**config.mk**
```make
export PLATFORM = sky130hd
export DESIGN_NAME = fir_requant_buf
export DESIGN_NICKNAME = d
export VERILOG_FILES = /design/src/rtl/fir_pkg.sv /design/src/rtl/fir_sync_fifo.sv /design/src/rtl/fir_requant_buf.sv
export SDC_FILE = /design/constraint.sdc
export NUM_CORES = 1
export LEC_CHECK = 0
export BUFFER_PORTS_ARGS = -buffer_cell sky130_fd_sc_hd__buf_4
export CORE_MARGIN = 3
export CORE_UTILIZATION = 59
export CTS_CLUSTER_DIAMETER = 60
export DETAILED_ROUTE_END_ITERATION = 16
export HOLD_SLACK_MARGIN = 0.03
export PLACE_DENSITY = 0.9
export SKIP_LAST_GASP = 1
export SLEW_MARGIN = 20
export SYNTH_ARGS = -nofsm -noshare
export SYNTH_HDL_FRONTEND = slang
export SYNTH_SLANG_ARGS = --single-unit
```
**constraint.sdc**
```tcl
create_clock -name clk -period 3.1 [get_ports clk]
set_clock_uncertainty 0.15 [all_clocks]
set_input_delay 0.31 -clock clk [delete_from_list [all_inputs] [get_ports clk]]
set_output_delay 0.31 -clock clk [all_outputs]
set_load 0.05 [all_outputs]
```
**src/rtl/fir_pkg.sv**
```systemverilog
// Shared types and constants for the FIR requantizer/output buffer.
package fir_pkg;
  localparam int IN_W      = 17;
  localparam int OUT_W     = 8;
  localparam int SAT_LIMIT = 255;

  typedef enum logic {
    ST_WARMUP = 1'b0,
    ST_RUN    = 1'b1
  } fir_state_t;
endpackage

```
**src/rtl/fir_sync_fifo.sv**
```systemverilog
// Single-clock FIFO: power-of-two depth, occupancy count, write-through-on-pop when full.
module fir_sync_fifo #(
  parameter int WIDTH = 8,
  parameter int DEPTH = 8
) (
  input  logic                     clk,
  input  logic                     reset,
  input  logic                     push,
  input  logic [WIDTH-1:0]         din,
  input  logic                     pop,
  output logic [WIDTH-1:0]         dout,
  output logic                     full,
  output logic                     empty,
  output logic [$clog2(DEPTH):0]   count
);
  localparam int AW = $clog2(DEPTH);
  localparam logic [AW:0] FULL_CNT = (AW+1)'(DEPTH);

  logic [WIDTH-1:0] mem [DEPTH];
  logic [AW-1:0]    wr_ptr, rd_ptr;
  logic [AW:0]      cnt;
  logic             wr_en, rd_en;

  assign full  = (cnt == FULL_CNT);
  assign empty = (cnt == '0);
  assign rd_en = pop && !empty;
  // A pop in the same cycle frees the slot, so a full FIFO still takes the write.
  assign wr_en = push && (!full || rd_en);
  assign dout  = mem[rd_ptr];
  assign count = cnt;

  always_ff @(posedge clk) begin
    if (wr_en) mem[wr_ptr] <= din;
  end

  always_ff @(posedge clk or posedge reset) begin
    if (reset) begin
      wr_ptr <= '0;
      rd_ptr <= '0;
      cnt    <= '0;
    end else begin
      if (wr_en) wr_ptr <= wr_ptr + 1'b1;
      if (rd_en) rd_ptr <= rd_ptr + 1'b1;
      if (wr_en && !rd_en)      cnt <= cnt + 1'b1;
      else if (!wr_en && rd_en) cnt <= cnt - 1'b1;
    end
  end
endmodule

```
**src/rtl/fir_requant_buf.sv**
```systemverilog
// Requantizes 17-bit filter output to 8 bits (round, shift, saturate) after a warm-up
// discard phase, buffering results in a FIFO. Define FIR_REQUANT_STATS_EN for event counters.
module fir_requant_buf
  import fir_pkg::*;
#(
  parameter int SHIFT    = 9,
  parameter int WARMUP_N = 16,
  parameter int DEPTH    = 8
) (
  input  logic                   clk,
  input  logic                   reset,
  input  logic [IN_W-1:0]        in_data,
  input  logic                   in_valid,
  output logic [OUT_W-1:0]       out_data,
  output logic                   out_valid,
  input  logic                   out_ready,
  output logic                   sat_flag,
  output logic                   ovf_flag,
  output logic                   warm,
`ifdef FIR_REQUANT_STATS_EN
  output logic [15:0]            sat_cnt,
  output logic [15:0]            drop_cnt,
`endif
  output fir_state_t             dbg_state,
  output logic [$clog2(DEPTH):0] dbg_count
);
  localparam logic [17:0] ROUND = 18'(1) << (SHIFT - 1);
  localparam fir_state_t  RESET_STATE = (WARMUP_N == 0) ? ST_RUN : ST_WARMUP;

  // Handshake: out_data is consumed on a cycle where out_valid && out_ready; the input
  // side has no ready, every in_valid cycle carries a sample that must be taken.

  logic [17:0]      q_sum, q_val;
  logic             q_sat;
  logic [OUT_W-1:0] q_out;

  assign q_sum = {1'b0, in_data} + ROUND;
  assign q_val = q_sum >> SHIFT;
  assign q_sat = (q_val > 18'(SAT_LIMIT));
  assign q_out = q_sat ? OUT_W'(SAT_LIMIT) : q_val[OUT_W-1:0];

  fir_state_t state, state_nx;
  logic [7:0] wcnt, wcnt_nx;
  logic       accept;

  always_comb begin
    state_nx = state;
    wcnt_nx  = wcnt;
    accept   = 1'b0;
    case (state)
      ST_WARMUP: begin
        if (in_valid) begin
          wcnt_nx = wcnt + 8'd1;
          if (wcnt_nx == 8'(WARMUP_N)) state_nx = ST_RUN;
        end
      end
      ST_RUN: accept = in_valid;
    endcase
  end

  always_ff @(posedge clk or posedge reset) begin
    if (reset) begin
      state <= RESET_STATE;
      wcnt  <= 8'd0;
    end else begin
      state <= state_nx;
      wcnt  <= wcnt_nx;
    end
  end

  logic             pipe_valid, pipe_sat;
  logic [OUT_W-1:0] pipe_data;
  logic             fifo_full, fifo_empty, pop;
  logic [OUT_W-1:0] fifo_dout;
  logic             sat_evt, drop_evt;

  assign pop      = out_valid && out_ready;
  assign sat_evt  = pipe_valid && pipe_sat;
  assign drop_evt = pipe_valid && fifo_full && !pop;

  always_ff @(posedge clk or posedge reset) begin
    if (reset) begin
      pipe_valid <= 1'b0;
      pipe_sat   <= 1'b0;
      pipe_data  <= '0;
      sat_flag   <= 1'b0;
      ovf_flag   <= 1'b0;
    end else begin
      pipe_valid <= accept;
      if (accept) begin
        pipe_data <= q_out;
        pipe_sat  <= q_sat;
      end
      if (sat_evt)  sat_flag <= 1'b1;
      if (drop_evt) ovf_flag <= 1'b1;
    end
  end

  fir_sync_fifo #(.WIDTH(OUT_W), .DEPTH(DEPTH)) u_fifo (
    .clk   (clk),
    .reset (reset),
    .push  (pipe_valid),
    .din   (pipe_data),
    .pop   (pop),
    .dout  (fifo_dout),
    .full  (fifo_full),
    .empty (fifo_empty),
    .count (dbg_count)
  );

  // Mask the unreset storage so an empty FIFO always presents 0x00.
  assign out_valid = !fifo_empty;
  assign out_data  = fifo_empty ? '0 : fifo_dout;
  assign warm      = (state == ST_RUN);
  assign dbg_state = state;

`ifdef FIR_REQUANT_STATS_EN
  always_ff @(posedge clk or posedge reset) begin
    if (reset) begin
      sat_cnt  <= 16'd0;
      drop_cnt <= 16'd0;
    end else begin
      if (sat_evt && sat_cnt != 16'hFFFF)   sat_cnt  <= sat_cnt + 16'd1;
      if (drop_evt && drop_cnt != 16'hFFFF) drop_cnt <= drop_cnt + 16'd1;
    end
  end
`endif
endmodule

```
==> results of run 1 <==
## cells by family after synthesis
family                   count (synthesis)
XOR/XNOR                                21
AND/OR/NAND/NOR                         73
AO/OA/AOI/OAI                           20
flip-flops                              95
multiplexers                            28
adder cells (fa/ha/maj)                  9
buffers and inverters                   12
## Yosys cell counts, drive strengths merged, types with 5 or more instances
cell type,number,area (sq um)
edfxtp,64,1920
dfrtp,31,776
nor2,27,118
nand2,21,86.3
mux4,16,387
xnor2,13,114
mux2i,10,100
ha,8,100
xor2,8,70.1
buf,6,56.3
nand2b,6,40.0
inv,5,18.8
nand4,5,31.3
o22a,5,43.8
## cell type report
| class | instances | area (sq um) |
|---|---|---|
| inverter | 6 | 22.5 |
| clock buffer | 10 | 128 |
| fill | 416 | 1940 |
| sequential | 95 | 2700 |
| clock inverter | 6 | 66.3 |
| timing repair buffer | 34 | 258 |
| multi-input combinational | 151 | 1340 |
| tap | 93 | 116 |
## worst max-delay path, delay by kind of cell, from the launching register on
kind	cells	cell delay [ps]
fa+ha+maj	2	460
flops	1	440
simple gates	3	740
xor+xnor	1	130
mux	1	260
buf+inv	2	180
compound gates	2	380
## through the flow
stage	hold slack [ps]	setup slack [ps]	area, sq um	utilization (%)
floorplan	264	181	4110	-
global placement	263	420	4420	67.3
detailed placement	271	319	4420	67.3
CTS	111	254	4620	70.4
global route	110	138	4620	70.4
finish	118	290	4620	70.4
## sequential cells by signal (all words and copies together), names as in the netlist, 3 cells and up
name           cells
u_fifo.rd_ptr      3
u_fifo.wr_ptr      3
u_fifo.mem        64
pipe_data          8
u_fifo.count       4
wcnt               8
## power groups by stage
stage / logic, mW / clock network [mW] / registers [mW]
after global routing: 1.87 / 0.859 / 2.06
after detailed placement: 1.74 / 0 / 2.04
after global placement: 1.70 / 0 / 2.01
after floorplan: 1.30 / 0 / 2.03
final: 1.74 / 0.800 / 2.02
after CTS: 1.76 / 0.811 / 2.01
## routing by layer
layer  vias to the layer above  track usage [%]
li1                       1041                -
met1                      1096             26.9
met2                        74             33.7
met3                         6             4.24
met4                         0             5.68
met5                         -                0
## worst min-delay path by stage
| stage | endpoint | from | slack [ps] | cells past startpoint |
|---|---|---|---|---|
| floorplan | dbg_state$_DFF_PP0_ | reset | 260 | 1 |
| global placement | wcnt[3]$_DFFE_PP0P_ | reset | 260 | 3 |
| detailed placement | u_fifo.count[0]$_DFFE_PP0P_ | reset | 270 | 3 |
| CTS | u_fifo.rd_ptr[2]$_DFFE_PP0P_ | out_ready | 110 | 3 |
| global route | u_fifo.rd_ptr[0]$_DFFE_PP0P_ | out_ready | 110 | 3 |
| finish | u_fifo.rd_ptr[2]$_DFFE_PP0P_ | out_ready | 120 | 3 |
## timing repair
action | 4_1_cts | 5_1_grt
gates resized for setup | 0 | 0
buffers inserted | 0 | 0
hold buffers | 1 | 0
endpoints found under the hold margin | 31 | 0
==> flow_summary.ini, run 1 <==
[floorplan]
die-area_sq_um = 8010
ios = 38
initial_utilization_pct = 62.6
rows = 29
core_sq_um = 6570
die_w_microns = 89.5
die_h_microns = 89.5

[synthesis]
ys_warn_count = 0
ys_ff_latch = 95
synth_compound_area_share_pct = 3.99
syn_inst = 258
syn-num-nets = 288
synth_mux_area_share_pct = 12.4
syn_area_per_cell_sq_um = 15.9
synthXorXnorAreaFrac_pct = 4.47
synth_edf_count = 64
synth_flop_cell = edfxtp_1
synthSimpleGateAreaFrac_pct = 8.73
synth-async-reset-ratio_pct = 32.6
synthAdderAreaFrac_pct = 2.92
synth.distinct_cells = 42
syn-cell-area_sq_um = 4110
yosysSeqAreaShare_pct = 65.6
synth_top_family_by_area = multiplexers

[clock_network]
cts_made_buffers = 9
clkTransAtPathRegs_ps = 80
cts_root_buf = clkbuf_8
clk_latency_ps = 350
h-tree-depth = 3
cts_buffer_depth = 2
cts_sinks = 95
cts_tree = yes

[global_route]
grt_pass1_wl_microns = 11600
grt_overflow = 0
antenna_found_initial = 0
grt_max_degree = 32
grt_pass1_vias = 2294
track_usage_pct = 20.1

[sta]
rsz0062_at_grt = false
max-slew-margin-rel_pct = 47.9
fmax_ghz = 0.356
tightest_slew_ps = 778
hold_viol_final = 0
slew_violations = 0
finalSetupViolations = 0
finalSetupTns_ps = 0
min_period_ps = 2810
final.period_utilization_pct = 90.7

[final_layout]
nNetsFinal = 327
final_common_cell = edfxtp_1
final_cell_mix = edfxtp_1, buf_4, dfrtp_1, nor2_1, nand2_1
final_cells = 395
drive_gt1_share_pct = 22.5
area_growth_syn_to_layout_pct = 12.4
num_antenna_cells = 0

[placement]
dp_cells = 378
place_hpwl_microns = 4690
place.gp.congestion = 0.771
io_buffers = 29

[route]
final_antenna_net_count = 0
drc = 0
firstDrtPassIters = 4
top_layer = met4
drt-initial-drc-count = 156
routed-wl-met3_microns = 364
dr_total_vias = 2217
wl_met2_microns = 3630
wire_per_inst_microns = 17.9
viasPerCell = 5.61
m1WireLength_microns = 3000
routed_wl_microns = 7050

[power]
comb_power_share_pct = 38.2
power_frac_clock_pct = 17.6
p_int_mw = 2.76
p_switching_mw = 1.79
seq_power_share_pct = 44.3
power_mw = 4.55
swShare_pct = 39.3
p_leak_nw = 1.80
ir_drop_mv = 0.531
power_density_nw_per_um2 = 985

[setup_path]
rr_worst_depth = 11
arrival_ps = 2940
crit_top_cell = ha_1
worst_ep_required_time_ps = 3220
rr_startpoint = u_fifo.count[1]$_DFFE_PP0P_
slowest_stage = or3_4
setup.worst_path.start = u_fifo.count[1]$_DFFE_PP0P_
cpPeakStageDelay_ps = 470
critical_path.max_fanout = 9
critical_path_class = flip-flop to flip-flop
crit_end = u_fifo.count[3]$_DFFE_PP0P_
endpoint_kind = flip-flop
startpoint_type = flip-flop
worstPathCellList = or3_4 -> nor2_8 -> inv_2 -> nand2_4 -> ha_1 -> inv_1 -> ha_1 -> a21o_1 -> a21oi_1 -> mux2i_1 -> xnor2_1
regToRegSetupSlack_ps = 290
reg2reg_to = u_fifo.count[3]$_DFFE_PP0P_

[run]
max-cap-violations = 0

[min_path]
min_path_type = input pin to flip-flop

[outcome]
run_status = completed
Note: power is estimated with default switching activity, not from simulation.
==> inputs of run 2 (changes only) <==
--- a/config.mk
+++ b/config.mk
@@ -6,8 +6,10 @@
 export NUM_CORES = 1
 export LEC_CHECK = 0
 export BUFFER_PORTS_ARGS = -buffer_cell sky130_fd_sc_hd__buf_4
+export CELL_PAD_IN_SITES_DETAIL_PLACEMENT = 1
+export CELL_PAD_IN_SITES_GLOBAL_PLACEMENT = 1
 export CORE_MARGIN = 3
-export CORE_UTILIZATION = 59
+export CORE_UTILIZATION = 50
 export CTS_CLUSTER_DIAMETER = 60
 export DETAILED_ROUTE_END_ITERATION = 16
 export HOLD_SLACK_MARGIN = 0.03
==> run 2 against run 1 <==
Effect of this change: combinational power about the same; wire length up 14%; via count is 2.8% higher; design area is 0.84% higher; die area rose by 17%; fmax is 1.5% lower; first-iteration DRC count shrank 22%; global-route usage decreased by 1.6 points; clock power up 9.9%; core utilization is 11 points lower; total power increased by 2.5%.
==> flow_summary.ini, run 2 (synthesis gave the netlist of run 1 again) <==
[outcome]
run_status = completed

[run]
max-cap-violations = 0

[sta]
finalSetupTns_ps = 0
max-slew-margin-rel_pct = 40.7
tightest_slew_ps = 887
rsz0062_at_grt = false
hold_viol_final = 0
fmax_ghz = 0.351
whs_ps = 108
finalSetupViolations = 0
slew_violations = 0
final.period_utilization_pct = 92.0
min_period_ps = 2850

[setup_path]
setup.worst_path.start = u_fifo.count[1]$_DFFE_PP0P_
arrival_ps = 2980
endpoint_kind = flip-flop
critical_path.max_fanout = 9
regToRegSetupSlack_ps = 250
worst_ep_required_time_ps = 3220
rr_startpoint = u_fifo.count[1]$_DFFE_PP0P_
reg2reg_to = u_fifo.count[3]$_DFFE_PP0P_
critical_path_class = flip-flop to flip-flop
startpoint_type = flip-flop
rr_worst_depth = 11
crit_end = u_fifo.count[3]$_DFFE_PP0P_

[global_route]
antenna_found_initial = 0
track_usage_pct = 18.4
grt_pass1_vias = 2409
grt_pass1_wl_microns = 13200
grt_overflow = 0
grt_max_degree = 32

[route]
viasPerCell = 5.64
drc = 0
routed_wl_microns = 8050
final_antenna_net_count = 0
dr_total_vias = 2278
firstDrtPassIters = 4
wire_per_inst_microns = 19.9
drt-initial-drc-count = 122

[placement]
place_hpwl_microns = 5730
place.gp.congestion = 0.802
io_buffers = 29
post_dp_cell_area_sq_um = 4430
dp_cells = 387

[clock_network]
cts_sinks = 95
postCtsSetupBuffers = 0
cts_root_buf = clkbuf_8
clkTransAtPathRegs_ps = 90
cts_made_buffers = 9
cts_tree = yes
clk_latency_ps = 350
h-tree-depth = 3
cts_buffer_depth = 2

[final_layout]
top_register = u_fifo.mem
final_cell_mix = edfxtp_1, buf_4, dfrtp_1, nor2_1, nand2_1
final_common_cell = edfxtp_1
num_antenna_cells = 0
finalInstanceArea_sq_um = 4660
final_cells = 404
fillers = 773
area_growth_syn_to_layout_pct = 13.4
drive_gt1_share_pct = 22.5
top_regs = u_fifo.mem: 64 flops, pipe_data: 8 flops, wcnt: 8 flops
nNetsFinal = 327
largest_reg_flops = 64

[min_path]
holdPathStages = 3
min_path_type = input pin to flip-flop

[floorplan]
rows = 32
core_sq_um = 7850
ios = 38
die-area_sq_um = 9350
die_h_microns = 96.7
initial_utilization_pct = 52.4
die_w_microns = 96.7

[power]
ir_drop_mv = 0.534
power_mw = 4.67
p_leak_nw = 1.80
power_density_nw_per_um2 = 1000
run 2: routing by layer:
metal	global-route usage [%]	vias to the layer above	wire, microns
met4	7.24	0	174
met2	30.3	39	4170
met3	3.68	15	199
met5	0	-	0
li1	-	1044	-
met1	24.3	1180	3510
run 2: layout make-up:
cell class                      instances  area, sq um  area share [%]
Clock inverter                          7         97.6            2.09
Sequential cell                        95         2700            57.8
Timing Repair Buffer                   34          258            5.53
Clock buffer                            9          124            2.66
Multi-Input combinational cell        151         1340            28.7
Inverter                                6         22.5           0.483
Tap cell                              102          128            2.74
run 2: what timing repair did:
action / 4_1_cts / 5_1_grt
hold endpoints to repair: 31 / 0
resized for setup: 0 / 0
hold buffers: 1 / 0
run 2: worst min-delay path by stage:
stage | start | to | slack (ps)
floorplan | reset | dbg_state$_DFF_PP0_ | 260
CTS | out_ready | u_fifo.rd_ptr[0]$_DFFE_PP0P_ | 90
finish | out_ready | u_fifo.rd_ptr[0]$_DFFE_PP0P_ | 110
global route | out_ready | u_fifo.rd_ptr[0]$_DFFE_PP0P_ | 100
global placement | reset | wcnt[3]$_DFFE_PP0P_ | 270
detailed placement | reset | ovf_flag$_DFFE_PP0P_ | 300
run 2: stage by stage:
stage               util [%]  worst slack [ps]
detailed placement      56.5               277
floorplan                  -               181
global placement        56.5               414
global route            59.4              60.9
CTS                     59.4               236
finish                  59.4               247
run 2: critical path, stage by stage (launching register included):
cell and delay [ps]:
dfrtp_1 460, or3_4 470, nor2_8 180, inv_2 80, nand2_4 90, ha_1 180, inv_1 100, ha_1 280
a21o_1 170, a21oi_1 200, mux2i_1 240, xnor2_1 150
run 2: report_power, final:
part           switching [mW]  internal [mW]  total, mW
clock                   0.423          0.456      0.879
combinational            1.03          0.724       1.76
sequential              0.367           1.66       2.03
total                    1.82           2.84       4.67
==> inputs of run 3 (changes only) <==
--- a/config.mk
+++ b/config.mk
@@ -5,15 +5,16 @@
 export SDC_FILE = /design/constraint.sdc
 export NUM_CORES = 1
 export LEC_CHECK = 0
+export ABC_AREA = 1
 export BUFFER_PORTS_ARGS = -buffer_cell sky130_fd_sc_hd__buf_4
 export CELL_PAD_IN_SITES_DETAIL_PLACEMENT = 1
 export CELL_PAD_IN_SITES_GLOBAL_PLACEMENT = 1
 export CORE_MARGIN = 3
-export CORE_UTILIZATION = 50
+export CORE_UTILIZATION = 46
 export CTS_CLUSTER_DIAMETER = 60
 export DETAILED_ROUTE_END_ITERATION = 16
 export HOLD_SLACK_MARGIN = 0.03
-export PLACE_DENSITY = 0.9
+export PLACE_DENSITY = 0.89
 export SKIP_LAST_GASP = 1
 export SLEW_MARGIN = 20
 export SYNTH_ARGS = -nofsm -noshare
==> run 3 against run 2 <==
Effect of this change: synthesized cell count increased by 57%; via count increased by 29%; die area increased by 11%; hold slack improved by 26 ps.
==> flow_summary.ini, run 3 <==
[synthesis]
syn-cell-area_sq_um = 4210
synth.distinct_cells = 28
yosysSeqAreaShare_pct = 64.1
synth_edf_count = 64
yosysTopAreaCell = edfxtp_1
syn-num-nets = 435
syn_area_per_cell_sq_um = 10.4
synth_flop_cell = edfxtp_1
synth_area_leaders = edfxtp_1, dfrtp_1, nor2_1
synth_common_cells = nor2_1, nand2_1, edfxtp_1
synth_most_common_cell = nor2_1
ys_warn_count = 0
synth-async-reset-ratio_pct = 32.6
synth_top_area_share_pct = 45.7
ys_ff_latch = 95
syn_inst = 405

[route]
routed_wl_microns = 9090
viasPerCell = 5.34
dr_total_vias = 2948
drt-initial-drc-count = 179
drc = 0
final_antenna_net_count = 0
wire_per_inst_microns = 16.5
firstDrtPassIters = 4

[floorplan]
ios = 38
die_h_microns = 102
rows = 34
core_sq_um = 8810
initial_utilization_pct = 47.8
die-area_sq_um = 10300
die_w_microns = 102

[setup_path]
regToRegSetupSlack_ps = 720
startpoint_type = flip-flop
crit_top_cell = nor2_1
rr_worst_depth = 12
cp.buffers_inverters = 2
endpoint_kind = primary output
critical_path_class = flip-flop to primary output
crit_family = flip-flops
cpPeakStageDelay_ps = 630
reg2reg_to = u_fifo.count[3]$_DFFE_PP0P_
arrival_ps = 2140
slowest_stage = dfrtp_1
worstPathCellList = inv_1 -> o21ai_0 -> o22ai_1 -> nor2_1 -> nor2_1 -> buf_4
worst_ep_required_time_ps = 2640
rr_startpoint = u_fifo.count[1]$_DFFE_PP0P_
critical_path.max_fanout = 19
crit_cells = 6

[sta]
finalSetupViolations = 0
tightest_slew_ps = 796
hold_viol_final = 0
max-slew-margin-rel_pct = 46.8
finalSetupTns_ps = 0
final.period_utilization_pct = 84.0
rsz0062_at_grt = false
slew_violations = 0
fmax_ghz = 0.384
min_period_ps = 2600

[clock_network]
h-tree-depth = 3
postCtsSetupBuffers = 0
clkTransAtPathRegs_ps = 90
cts_tree = yes
cts_resized = 0
cts_root_buf = clkbuf_8
cts_buffer_depth = 2
cts_made_buffers = 9
cts_sinks = 95
clk_latency_ps = 340
holdBufCountCts = 1

[final_layout]
final_cell_mix = nor2_1, nand2_1, edfxtp_1, buf_4, dfrtp_1
top_register = u_fifo.mem
area_growth_syn_to_layout_pct = 12.0
largest_reg_flops = 64
drive_gt1_share_pct = 12.8
nNetsFinal = 469
num_antenna_cells = 0
final_common_cell = nor2_1
final_cells = 552
top_regs = u_fifo.mem: 64 flops, pipe_data: 8 flops, wcnt: 8 flops

[min_path]
holdPathStages = 3
min_path_type = input pin to flip-flop
worstHoldStart = in_data[13]
min_to = pipe_data[4]$_DFFE_PP0P_

[placement]
dp_cells = 535
place.gp.congestion = 0.830
io_buffers = 29
place_hpwl_microns = 6590

[power]
power_density_nw_per_um2 = 922
ir_drop_mv = 0.338
p_leak_nw = 1.90

[global_route]
track_usage_pct = 19.0
grt_max_degree = 34
grt_pass1_vias = 3143
grt_pass1_wl_microns = 15200
grt_overflow = 0
antenna_found_initial = 0

[run]
max-cap-violations = 0

[outcome]
run_status = completed
[run 3: worst max-delay path by stage]
stage	startpoint	to	slack [ps]
after global routing	u_fifo.rd_ptr[1]$_DFFE_PP0P_	out_data[1]	350
after floorplan	u_fifo.count[1]$_DFFE_PP0P_	out_data[0]	680
after global placement	u_fifo.count[1]$_DFFE_PP0P_	u_fifo.count[3]$_DFFE_PP0P_	850
after detailed placement	u_fifo.count[1]$_DFFE_PP0P_	u_fifo.count[3]$_DFFE_PP0P_	750
final	u_fifo.rd_ptr[1]$_DFFE_PP0P_	out_data[7]	500
after CTS	u_fifo.rd_ptr[1]$_DFFE_PP0P_	out_data[7]	490
[run 3: layout make-up]
cell class                      instances  area (sq um)
Tap cell                              108           135
Sequential cell                        95          2700
Clock inverter                          6          47.5
Timing Repair Buffer                   36           273
Inverter                               28           105
Clock buffer                           10           128
Multi-Input combinational cell        269          1330
Fill cell                             986          4090
[run 3: cells by family after synthesis]
kind of cell	after synthesis	share of synthesized area (%)
simple gates	178	17.0
fa+ha+maj	9	2.85
buf+inv	41	4.34
compound gates	71	9.45
flops	95	64.1
xor+xnor	11	2.29
[run 3: per-stage QoR]
step	worst slack, ps	total power, mW	instance area [sq um]	hold slack, ps	util (%)
after floorplan	679	3.11	4210	264	-
after global placement	852	3.56	4530	270	51.4
final	497	4.35	4710	134	53.5
after detailed placement	752	3.67	4530	277	51.4
after CTS	488	4.39	4710	124	53.5
after global routing	350	4.62	4710	135	53.5
[run 3: layer usage]
| layer | vias to the layer above | wire length [microns] | share of wire [%] | GRT usage [%] |
|---|---|---|---|---|
| met4 | 0 | 218 | 2.4 | 8.69 |
| met2 | 50 | 4630 | 51 | 32.3 |
| li1 | 1433 | - | - | - |
| met1 | 1445 | 4000 | 44 | 24.3 |
| met5 | - | 0 | 0 | 0 |
| met3 | 20 | 244 | 2.7 | 2.62 |
[run 3: tightest hold or removal path: cells and delay by family]
family                 cells  cell delay, ps
AO/OA/AOI/OAI              2             180
buffers and inverters      1              90
[run 3: power by group]
group	total [mW]	leakage (nW)	internal [mW]	switching, mW
clock	0.710	0.0747	0.294	0.416
combinational	1.86	0.890	0.578	1.29
sequential	1.77	0.936	1.57	0.202
total	4.35	1.90	2.45	1.90
